--- config.mk ---
export PLATFORM = sky130hd
export DESIGN_NAME = pkt_readback_flat
export DESIGN_NICKNAME = d
export VERILOG_FILES = /design/src/rtl/pkt_readback_if.sv /design/src/rtl/pkt_readback.sv /design/src/flat_wrapper.sv
export SDC_FILE = /design/constraint.sdc
export NUM_CORES = 1
export LEC_CHECK = 0
export BUFFER_PORTS_ARGS = -buffer_cell sky130_fd_sc_hd__clkbuf_2
export CELL_PAD_IN_SITES_DETAIL_PLACEMENT = 1
export CELL_PAD_IN_SITES_GLOBAL_PLACEMENT = 2
export CORE_MARGIN = 2
export CORE_UTILIZATION = 46
export CTS_BUF_LIST = sky130_fd_sc_hd__clkbuf_2
export DETAILED_ROUTE_END_ITERATION = 8
export GPL_ROUTABILITY_DRIVEN = 0
export PLACE_DENSITY_LB_ADDON = 0.1
export SYNTH_ARGS = -nofsm -noshare
export SYNTH_HDL_FRONTEND = slang
export SYNTH_SLANG_ARGS = --single-unit
--- constraint.sdc ---
create_clock -name clk -period 3.1 [get_ports clk]
set_input_delay 0.465 -clock clk [delete_from_list [all_inputs] [get_ports clk]]
set_output_delay 0.465 -clock clk [all_outputs]
set_load 0.05 [all_outputs]
--- src/rtl/pkt_readback_if.sv ---
// Host bus and fabric push/full signals of the three-port readback queue.
interface pkt_readback_if;
    logic        chipselect;
    logic        read;
    logic        write;
    logic [3:0]  address;
    logic [31:0] writedata;
    logic [31:0] readdata;
    logic        out_wren1;
    logic        out_wren2;
    logic        out_wren3;
    logic [31:0] out_data1;
    logic [31:0] out_data2;
    logic [31:0] out_data3;
    logic        out_full1;
    logic        out_full2;
    logic        out_full3;

    modport master (
        output chipselect, read, write, address, writedata,
        output out_wren1, out_wren2, out_wren3,
        output out_data1, out_data2, out_data3,
        input  readdata, out_full1, out_full2, out_full3
    );

    modport slave (
        input  chipselect, read, write, address, writedata,
        input  out_wren1, out_wren2, out_wren3,
        input  out_data1, out_data2, out_data3,
        output readdata, out_full1, out_full2, out_full3
    );
endinterface

--- src/rtl/pkt_readback.sv ---
// Three fabric-fed circular queues drained by host reads.
// Status at address 0, drop counters at 4, flush by write to 7.
module pkt_readback #(
    parameter int DEPTH = 16,
    parameter int CW    = $clog2(DEPTH) + 1
) (
    input logic           clk,
    input logic           reset,
    pkt_readback_if.slave bus
);
    localparam int AW = $clog2(DEPTH);
    localparam logic [CW-1:0] FULL_CNT = CW'(DEPTH);

    logic [31:0]   mem  [3][DEPTH];
    logic [AW-1:0] wptr [3];
    logic [AW-1:0] rptr [3];
    logic [CW-1:0] cnt  [3];
    logic [7:0]    drop [3];
    logic [31:0]   wdat [3];
    logic [2:0]    uf;
    logic [2:0]    wren;
    logic [2:0]    full;
    logic [2:0]    empty;
    logic [2:0]    sel;
    logic [2:0]    pop;
    logic [2:0]    push;
    logic [2:0]    drp;
    logic [2:0]    ufe;
    logic [2:0]    flush;
    logic          rd;
    logic          wr;
    logic          stat_rd;
    logic          drop_rd;
    logic [31:0]   status;
    logic [3*CW+40:0] status_w;
    logic          unused;

    assign wren    = {bus.out_wren3, bus.out_wren2, bus.out_wren1};
    assign wdat[0] = bus.out_data1;
    assign wdat[1] = bus.out_data2;
    assign wdat[2] = bus.out_data3;

    assign rd      = bus.chipselect && bus.read;
    assign wr      = bus.chipselect && bus.write;
    assign stat_rd = rd && (bus.address == 4'd0);
    assign drop_rd = rd && (bus.address == 4'd4);

    always_comb begin
        full  = '0;
        empty = '0;
        sel   = '0;
        pop   = '0;
        ufe   = '0;
        push  = '0;
        drp   = '0;
        flush = '0;
        for (int p = 0; p < 3; p++) begin
            full[p]  = cnt[p] == FULL_CNT;
            empty[p] = cnt[p] == '0;
            sel[p]   = rd && (bus.address == 4'(p + 1));
            flush[p] = wr && (bus.address == 4'd7)
                       && bus.writedata[p];
            pop[p]   = sel[p] && !empty[p];
            // an empty queue never bypasses a same-cycle push
            ufe[p]   = sel[p] && empty[p];
            push[p]  = wren[p] && (!full[p] || pop[p])
                       && !flush[p];
            drp[p]   = wren[p] && full[p] && !pop[p]
                       && !flush[p];
        end
    end

    assign status_w = {32'b0, uf, full, empty,
                       cnt[2], cnt[1], cnt[0]};
    assign status   = status_w[31:0];
    assign unused   = ^{bus.writedata[31:3],
                        status_w[3*CW+40:32]};

    assign bus.out_full1 = full[0];
    assign bus.out_full2 = full[1];
    assign bus.out_full3 = full[2];

    always_ff @(posedge clk) begin
        for (int p = 0; p < 3; p++) begin
            if (push[p]) mem[p][wptr[p]] <= wdat[p];
        end
    end

    always_ff @(posedge clk or negedge reset) begin
        if (!reset) begin
            for (int p = 0; p < 3; p++) begin
                wptr[p] <= '0;
                rptr[p] <= '0;
                cnt[p]  <= '0;
                drop[p] <= '0;
            end
            uf           <= '0;
            bus.readdata <= '0;
        end else begin
            for (int p = 0; p < 3; p++) begin
                if (flush[p]) begin
                    wptr[p] <= '0;
                    rptr[p] <= '0;
                    cnt[p]  <= '0;
                end else begin
                    if (push[p]) wptr[p] <= wptr[p] + AW'(1);
                    if (pop[p])  rptr[p] <= rptr[p] + AW'(1);
                    if (push[p] && !pop[p])
                        cnt[p] <= cnt[p] + CW'(1);
                    else if (pop[p] && !push[p])
                        cnt[p] <= cnt[p] - CW'(1);
                end
                if (drop_rd)
                    drop[p] <= drp[p] ? 8'd1 : 8'd0;
                else if (drp[p] && drop[p] != 8'hff)
                    drop[p] <= drop[p] + 8'd1;
            end
            uf <= (stat_rd ? 3'b000 : uf) | ufe;
            if (rd) begin
                unique case (1'b1)
                    stat_rd: bus.readdata <= status;
                    pop[0]:  bus.readdata <= mem[0][rptr[0]];
                    pop[1]:  bus.readdata <= mem[1][rptr[1]];
                    pop[2]:  bus.readdata <= mem[2][rptr[2]];
                    drop_rd: bus.readdata <= {8'h00, drop[2],
                                              drop[1], drop[0]};
                    default: bus.readdata <= '0;
                endcase
            end
        end
    end
endmodule

--- src/flat_wrapper.sv ---
// flat-port wrapper written by rule: the top's interface ports become plain ports
module pkt_readback_flat 
#(
    parameter int DEPTH = 16,
    parameter int CW    = $clog2(DEPTH) + 1
)
  (clk, reset, bus_chipselect, bus_read, bus_write, bus_address, bus_writedata, bus_out_wren1, bus_out_wren2, bus_out_wren3, bus_out_data1, bus_out_data2, bus_out_data3, bus_readdata, bus_out_full1, bus_out_full2, bus_out_full3);
  pkt_readback_if bus_i ();
  input logic clk;
  input logic reset;
  input wire logic [$bits(bus_i.chipselect)-1:0] bus_chipselect;
  input wire logic [$bits(bus_i.read)-1:0] bus_read;
  input wire logic [$bits(bus_i.write)-1:0] bus_write;
  input wire logic [$bits(bus_i.address)-1:0] bus_address;
  input wire logic [$bits(bus_i.writedata)-1:0] bus_writedata;
  input wire logic [$bits(bus_i.out_wren1)-1:0] bus_out_wren1;
  input wire logic [$bits(bus_i.out_wren2)-1:0] bus_out_wren2;
  input wire logic [$bits(bus_i.out_wren3)-1:0] bus_out_wren3;
  input wire logic [$bits(bus_i.out_data1)-1:0] bus_out_data1;
  input wire logic [$bits(bus_i.out_data2)-1:0] bus_out_data2;
  input wire logic [$bits(bus_i.out_data3)-1:0] bus_out_data3;
  output wire logic [$bits(bus_i.readdata)-1:0] bus_readdata;
  output wire logic [$bits(bus_i.out_full1)-1:0] bus_out_full1;
  output wire logic [$bits(bus_i.out_full2)-1:0] bus_out_full2;
  output wire logic [$bits(bus_i.out_full3)-1:0] bus_out_full3;
  assign bus_i.chipselect = bus_chipselect;
  assign bus_i.read = bus_read;
  assign bus_i.write = bus_write;
  assign bus_i.address = bus_address;
  assign bus_i.writedata = bus_writedata;
  assign bus_i.out_wren1 = bus_out_wren1;
  assign bus_i.out_wren2 = bus_out_wren2;
  assign bus_i.out_wren3 = bus_out_wren3;
  assign bus_i.out_data1 = bus_out_data1;
  assign bus_i.out_data2 = bus_out_data2;
  assign bus_i.out_data3 = bus_out_data3;
  assign bus_readdata = bus_i.readdata;
  assign bus_out_full1 = bus_i.out_full1;
  assign bus_out_full2 = bus_i.out_full2;
  assign bus_out_full3 = bus_i.out_full3;
  pkt_readback #(.DEPTH(DEPTH), .CW(CW)) u_core (.clk(clk), .reset(reset), .bus(bus_i));
endmodule
Yosys cells after proc, flatten, opt, wreduce, memory -nomap -nowiden
Memories as Yosys holds them, arrays and structs flattened.
Cells that the tools add are included.

word-level totals
  bits in writable memories = 1536
  memories kept = 1
  input port bits = 140
  logic and storage cells = 188
  flip-flop bits (word level) = 98

cells by class
  reductions and logical operators = 78
  mux-type cells = 53
  add/sub/neg operators = 15
  bitwise operators = 7
  magnitude comparators = 9
  equality and inequality tests = 11

memories
  memory      depth  bits a word  rd ports  clocked after memory_dff  write ports  RTL line            RTL
  u_core.mem  3      512          3         0                         3            pkt_readback.sv:14  logic [31:0] mem [3][DEPTH];

operators by type and width
  cell                 count
  $mux 512             3
  $bmux 32 s4          3
  $demux 32 s4         3
  $mux 32              9
  $pmux 32 s5          1
  $mux 4               12
  $mux 8               6
  $mux 5               9
  $logic_and 1x1->1    44
  $ge 5x5->1 const B   6
  $not 4->5            6
  $add 4x1->4 const B  6
  $add 8x1->8 const B  3
  $ne 8x8->1 const B   3
  $reduce_bool 2->1    9
  $add 5x1->5 const B  3
  $eq 5x5->1 const B   3
  $logic_not 1->1      15
  $logic_not 5->1      3
  $lt 5x1->1 const B   3
  $sub 5x1->5 const B  3
  $reduce_bool 3->1    3
  $eq 4x2->1 const B   2
  $eq 4x3->1 const B   2
  6 further kinds      13

Logic depth before layout (Yosys ltp)
Gate-level depths: netlist (run 1).

  word-level depth = 11
  mapped depth = 14

Worst setup path after synthesis (run 1)
Ideal clock, no wire load.

  path type = reg2reg
  start = register u_core.cnt[5] (netlist bit)
  end = register u_core.cnt[9] (netlist bit)
  arrival = 3.275 ns
  setup slack = -0.253 ns
  required time = 3.022 ns
  period minus slack after synthesis = 3.353 ns
  setup time = 0.078 ns
  cell stages (with the launch flop) = 14
  cell sequence = dfrtp_1 -> nor4_1 -> a211oi_2 -> inv_2 -> clkbuf_1 -> clkbuf_1 -> ha_1 -> inv_1 -> fa_1 -> a21o_1 -> a21oi_1 -> xnor2_1 -> or3_1 -> a21oi_1

between the ends
  cells in the longest elaborated chain, start to end = 9
  elaborated cells between the ends (all ways) = 18
  classes of those cells = add/sub (2); eq/ne (1); mux (3); reduce/logical (12)

RTL lines
  what                                                                 RTL line             RTL
  start, declared                                                      pkt_readback.sv:17   logic [CW-1:0] cnt [3];
  start signal, assigned by index                                      pkt_readback.sv:109  cnt[p] <= cnt[p] + CW'(1);
  start signal, assigned by index                                      pkt_readback.sv:111  cnt[p] <= cnt[p] - CW'(1);
  parallel branches: the longest is 9 deep, another holds $sub 5x1->5  --

Several ways; the timed one is not identified. The select of a mux whose other input is x is not followed.
A chain may end at the register's enable or synchronous reset.

Final worst setup path (run 1)
  start = register u_core.cnt[0] (netlist bit)
  end = output bus_out_full3

between the ends
  cells in the longest elaborated chain, start to end = 1

RTL lines
  what           RTL line            RTL
  $eq 5x5->1     pkt_readback.sv:58  full[p] = cnt[p] == FULL_CNT;
  end, declared  flat_wrapper.sv:25  output wire logic [$bits(bus_i.out_full3)-1:0] bus_out_full3;

Every way passes these cells.

==> impl_results.md, run 1 <==
- Status: finished with violations
- Failing checks: negative setup slack
- First-pass GRT wire length: 258.6 mm
- Row cnt: 136
- Logic pwr share: 0.255
- Starting density of the core: 0.4629
- Clock root buffer master: clkbuf_2
- Most used DFF post-synth: edfxtp_1
- First-pass DRT Iterations: 6
- WP data required: 2.63 ns
- Family with the most delay on the worst path: simple AND/OR/NAND/NOR gates
- Syn avg cell area: 20.93 um^2
- Final instance area: 0.07577 mm^2
- Port bufs: 145
- Clock power frac: 0.253
- Die area: 0.1412 mm^2
- Drt wl/cell: 28.93 um
- Worst Hold Launch: bus_read
- CP Cell Sequence: or4_4, nor2_4, clkbuf_16
- Die width: 375.8 um
- Worst path bufs/invs: 1
- Antenna viol nets, final: 0
- Area growth from synthesis to layout: 19.19%
- Layout cells sized above 1: 0.3754
- Final number of setup-violating endpoints: 3
- Hold/Removal Path Class: in2reg
- Max FO, Critical Path: 3
- Gr ovfl total: 0
- Peak supply drop: 0.0004368 V
- Pwr Density: 738.6 mW/mm^2
- Sw frac: 0.3038
- # IOs: 175
- Register area share after synthesis: 0.7641
- CTS tree: done
- Final hold vios: 0
- Routed WL: 175.9 mm
- Cells after Synth: 3037
- P_int: 0.03897 W
- Sequential share of power: 0.493
- # Max-Cap Violations: 0
- Async SR Flop Fraction: 0.05998
- DR vias: 34916
- Unrepaired setup endpoints after global routing: yes
- Fmax: 0.2799 GHz
- Placement Cell Area: 0.06907 mm^2
- Most common cell after layout, fill and taps aside: edfxtp_1
- Commonest cells after routing, fill and taps aside: edfxtp_1, clkbuf_2, mux4_2
- Critical-path top delay cell: or4_4
- Die Y: 375.8 um
- CP Capture Type: output port
- H-tree depth: 5
- Mapped Area: 0.06357 mm^2
- Finished Core Util: 0.5518
- Final min period: 3.572 ns
- Pleak: 25.60 nW
- Unique cell type count in the Yosys netlist: 57
- Antenna violations before repair: 10
- CTS Sinks: 1634
- Total CTS buffers: 427
- First DRT Iteration DRCs: 3087
- Setup TNS: -1.276 ns
- Final period utilization: 1.152
- Slew Viols, Final: 0
- Gr usage total: 0.2535
- HPWL after detailed placement: 107.9 mm
- Seq cells post-synth: 1634
- Core area: 0.1373 mm^2
- CP max stage delay: 0.56 ns
- Worst-Skew Late Latency: 1.82 ns
- Crit path from: u_core.cnt[0]$_DFFE_PN0P_
- Reg2reg start: u_core.cnt[0]$_DFFE_PN0P_
- Critical path class: reg2out
- EDFF count, synth: 1536
- P_sw: 0.01700 W
- Layout net count: 4164
- Worst-margin pin slew: 1.192 ns
- Pre-CTS setup slack: -0.08312 ns
- Clock Skews: 0.1848 ns
- CP Launch Type: register
- Final WS setup: -0.4724 ns
- Ys Warns: 0
- Largest net degree at the start of global routing: 65
- Slew margin rel.: 0.2054
- Vias in the first global route: 38434
- CTS clock-pin slew for the worst setup and hold paths: 0.12 ns
- Remaining DRCs: 0
- Buffer depth of the longest clock path: 4
- Vias/cell: 5.742
- WP data arrival: 3.11 ns
- Syn Nets: 3213
==> routing by layer <==
metal  GRT usage  part of all wire  routed length (um)  vias up
li1            -                 -                   -    14837
met1      0.3567              0.43               75870    18653
met2      0.4010              0.48               85210     1211
met3     0.05815             0.067               11720      209
met4     0.06865             0.017                3068        6
met5           0           0.00021                  37        -
==> power by group through the flow <==
stage / Sequential, W / Combinational (W) / Clock, W
after CTS: 0.0276 / 0.0144 / 0.0147
after floorplan: 0.0277 / 0.00880 / 0
after global routing: 0.0278 / 0.0153 / 0.0157
final: 0.0276 / 0.0142 / 0.0141
after detailed placement: 0.0282 / 0.0136 / 0
after global placement: 0.0280 / 0.0132 / 0
==> what timing repair did <==
action | 4_1_cts | 5_1_grt
buffers inserted | 25 | 3
gates resized for setup | 114 | 5
hold buffers | 247 | 1
pin swaps | 2 | 5
gates cloned | 0 | 0
setup endpoints to repair | 35 | 11
hold endpoints to repair | 3268 | 5
==> cells by family (layout without fill, tap and decap cells) <==
logic type	after synthesis	in the layout	synth area share
flip-flops	1634	1634	0.7641
AO/OA/AOI/OAI	283	283	0.03116
multiplexers	452	452	0.1472
other	0	9	0
AND/OR/NAND/NOR	411	411	0.03314
buffers and inverters	186	1427	0.01210
adder cells (fa/ha/maj)	36	36	0.007440
XOR/XNOR	35	35	0.004822
==> worst paths after layout <==
check                                                       to  slack (ns)  cells past startpoint
max in group asynchronous           u_core.cnt[10]$_DFFE_PN0P_        2.02                      6
max                                              bus_out_full3       -0.47                      3
min reg2reg                 u_core.bus.readdata[4]$_DFFE_PN0P_        0.54                      2
min in group asynchronous           u_core.rptr[0]$_DFFE_PN0P_        0.42                      5
min                        u_core.bus.readdata[26]$_DFFE_PN0P_        0.14                      6
max reg2reg                         u_core.wptr[2]$_DFFE_PN0P_        0.13                     10
==> state kept, by name, summed over array words and instances (netlist names) <==
register and flops:
u_core.cnt 15, u_core.wptr 12, u_core.rptr 12, u_core.bus.readdata 32
u_core.drop 24, u_core.uf 3, u_core.mem 1536
==> cell usage after synthesis, types with 15 or more instances <==
cell type	instances	area [um^2]
o211ai_1	25	187.7
mux2_2	24	270.3
a211oi_1	15	112.6
a21oi_1	62	310.3
buf_2	45	225.2
nor2_1	82	307.8
xnor2_1	18	157.7
a31oi_1	25	156.4
a222oi_1	24	240.2
nand2_1	95	356.6
a22oi_1	78	585.6
buf_1	24	90.09
dfrtp_1	98	2452
and2_1	51	319.1
edfxtp_1	1536	46120
nand3_1	83	415.4
inv_1	19	71.32
clkbuf_1	93	349.1
xor2_1	17	148.9
ha_1	33	412.9
mux2i_1	44	440.4
mux4_2	384	8648
==> tightest hold or removal path, cell delays in order <==
cell and delay, ns:
dlygate4sd3_1 0.54, clkbuf_2 0.13, nand2_1 0.32, buf_4 0.28, a21oi_1 0.09, nand3_1 0.07
==> stage by stage <==
stage | hold slack [ns] | power, W | std cells
after global routing | -0.002121 | 0.05877 | 6078
after floorplan | 0.1694 | 0.03649 | 3037
final | 0.1404 | 0.05597 | 6081
after global placement | 0.4973 | 0.04122 | 5079
after CTS | 0.005593 | 0.05668 | 6070
after detailed placement | 0.5207 | 0.04173 | 5079
==> layout make-up <==
class                   instances  area (um^2)
clock buffers                 610         3053
flip-flops and latches       1634        48650
multi-input cells            1217        14400
clock inverters               109        515.5
well taps                    1794         2245
inverters                      21        78.83
fillers                     12370        61550
repair buffers                687         6804
diodes                          9        22.52
Power figures use the tool's default switching activity.
==> inputs of run 2 (changes only) <==
Settings changed: CORE_UTILIZATION 46 to 51.
Clock period 3.1 ns to 3.6 ns, I/O delays scaled along.
==> run 2 against run 1 <==
Compared with the run above: the flow still finishes with violations (negative setup slack); sequential power is 14% lower; non-clock buffer count decreased by 107; die area shrank 9.7%; critical path depth stayed put; count of clock-buffer cells in the layout is 14 lower; via count down 0.53%; setup slack better by 0.33 ns; largest power group unchanged.
==> impl_results.md, run 2 (same netlist as run 1, synthesis figures left out) <==
- CP Launch Type: register
- Clock Skews: 0.1184 ns
- Slew margin rel.: 0.1767
- Row cnt: 129
- DR vias: 34732
- Most common cell after layout, fill and taps aside: edfxtp_1
- Vias/cell: 6.007
- Met2 wire len: 82.12 mm
- Core area: 0.1236 mm^2
- Antenna viol nets, final: 0
- Layout net count: 4045
- Final hold vios: 0
- CP Cell Sequence: or4_4, nor2_4, buf_8
- Failing checks: negative setup slack
- Worst Hold Launch: bus_address[0]
- CP max stage delay: 0.55 ns
- Sequential Area: 0.04862 mm^2
- Remaining DRCs: 0
- Die area: 0.1275 mm^2
- Finished Core Util: 0.5970
- Layout cells sized above 1: 0.3496
- Critical-path top delay cell: or4_4
- Routed WL: 170.8 mm
- Reg2reg path depth: 11
- Commonest cells after routing, fill and taps aside: edfxtp_1, clkbuf_2, mux4_2
- Gr ovfl total: 0
- HPWL after detailed placement: 101.0 mm
- Vias in the first global route: 37372
- Area growth from synthesis to layout: 16.10%
- Peak supply drop: 0.0004497 V
- Pleak: 24.81 nW
- Max reg flops: 1536
- Reg2reg start: u_core.cnt[5]$_DFFE_PN0P_
- Area occupied by multi-input gates: 0.01437 mm^2
- Gr usage total: 0.2734
- Status: finished with violations
- Final hold slack: 0.3050 ns
- Antenna violations before repair: 7
- Hold/Removal Path Class: in2reg
- Starting density of the core: 0.5142
- Flop2flop setup slack: 0.15 ns
- CTS clock-pin slew for the worst setup and hold paths: 0.10 ns
- Slew Viols, Final: 0
- First DRT Iteration DRCs: 3468
- Final WS setup: -0.1410 ns
- # IOs: 175
- Pwr Density: 636.6 mW/mm^2
- Worst-Skew Late Latency: 1.80 ns
- Largest net degree at the start of global routing: 99
- Total power: 0.04698 W
- Fmax: 0.2673 GHz
- Unrepaired setup endpoints after global routing: yes
- WL met1: 71.50 mm
- Total CTS buffers: 415
- First-pass GRT wire length: 249.8 mm
- # Max-Cap Violations: 0
- Final min period: 3.741 ns
- Buffer depth of the longest clock path: 4
- Setup TNS: -0.2859 ns
- Critical path class: reg2out
- CTS tree: done
- Max FO, Critical Path: 2
- Die Y: 357.1 um
- Worst-margin pin slew: 1.235 ns
- CTS Sinks: 1634
- Pre-CTS setup slack: 0.3377 ns
- WP data arrival: 3.20 ns
- Clock root buffer master: clkbuf_2
- Metal3 WL: 12.96 mm
- WP data required: 3.06 ns
- Die width: 357.1 um
- H-tree depth: 5
- Reg2reg end: u_core.drop[8]$_DFFE_PN0P_
- Top Layer Used: met5
- Drt wl/cell: 29.54 um
- Final number of setup-violating endpoints: 3
- Port bufs: 145
- CP Capture Type: output port
- Worst hold path stage count: 7
- Filler cells: 11063
- First-pass DRT Iterations: 8
- Worst Hold End: u_core.rptr[1]$_DFFE_PN0P_
- Final period utilization: 1.039
-- run 2: cell count changes in the layout (fill, tap and decap cells not counted), moves of 3 or more --
cell           change
dfrtp_2           -27
dlygate4sd3_1      -3
clkbuf_4           -3
clkbuf_16          -3
buf_4             -69
dfrtp_1           +27
clkinv_1           -9
clkbuf_2          +18
clkbuf_8          -28
clkinv_2          -11
buf_12            -35
-- run 2: worst max-delay path: cells and delay by family (launching register included) --
kind                   cells  cell delay (ns)
AND/OR/NAND/NOR            2             0.80
flip-flops                 1             0.41
buffers and inverters      1             0.19
-- run 2: how the worst max path moves through the flow --
stage	start	to	slack, ns	depth (start not counted)
2_1_floorplan	u_core.cnt[5]$_DFFE_PN0P_	u_core.cnt[9]$_DFFE_PN0P_	0.25	13
3_3_place_gp	bus_address[2]	u_core.cnt[9]$_DFFE_PN0P_	0.30	14
3_5_place_dp	bus_address[2]	u_core.cnt[4]$_DFFE_PN0P_	0.34	14
4_1_cts	u_core.cnt[6]$_DFFE_PN0P_	bus_out_full2	-0.38	3
5_1_grt	u_core.cnt[5]$_DFFE_PN0P_	bus_out_full2	-0.36	3
6_report	u_core.cnt[6]$_DFFE_PN0P_	bus_out_full2	-0.14	3
-- run 2: per-layer routing --
metal / GRT usage / vias up
li1: - / 14594
met1: 0.3876 / 18404
met2: 0.4256 / 1465
met3: 0.06133 / 265
met4: 0.09210 / 4
met5: 0 / -
-- run 2: power breakdown --
part	leakage (nW)	switching (W)	internal [W]
logic	7.00	0.00580	0.00549
clock network	2.67	0.00727	0.00457
registers	15.1	0.00108	0.0228
-- run 2: cell type report --
class / count / area share
clock inverter: 88 / 0.005730
inverter: 21 / 0.001068
multi-input combinational: 1217 / 0.1947
timing repair buffer: 580 / 0.07130
tap: 1637 / 0.02775
clock buffer: 596 / 0.04042
antenna: 9 / 0.0003052
sequential: 1634 / 0.6587
-- run 2: per-stage QoR --
stage / std cells / instance area, um^2
after floorplan: 3037 / 63570
final: 5782 / 73800
after global routing: 5779 / 73800
after CTS: 5773 / 73770
after detailed placement: 4835 / 67760
after global placement: 4835 / 67760
-- run 2: repair_timing --
action / in CTS / in global routing
endpoints found under the hold margin: 3268 / 0
resized for setup: 25 / 4
pin swaps: 3 / 3
buffers inserted: 10 / 1
setup endpoints to repair: 3 / 5
hold buffers: 244 / 0
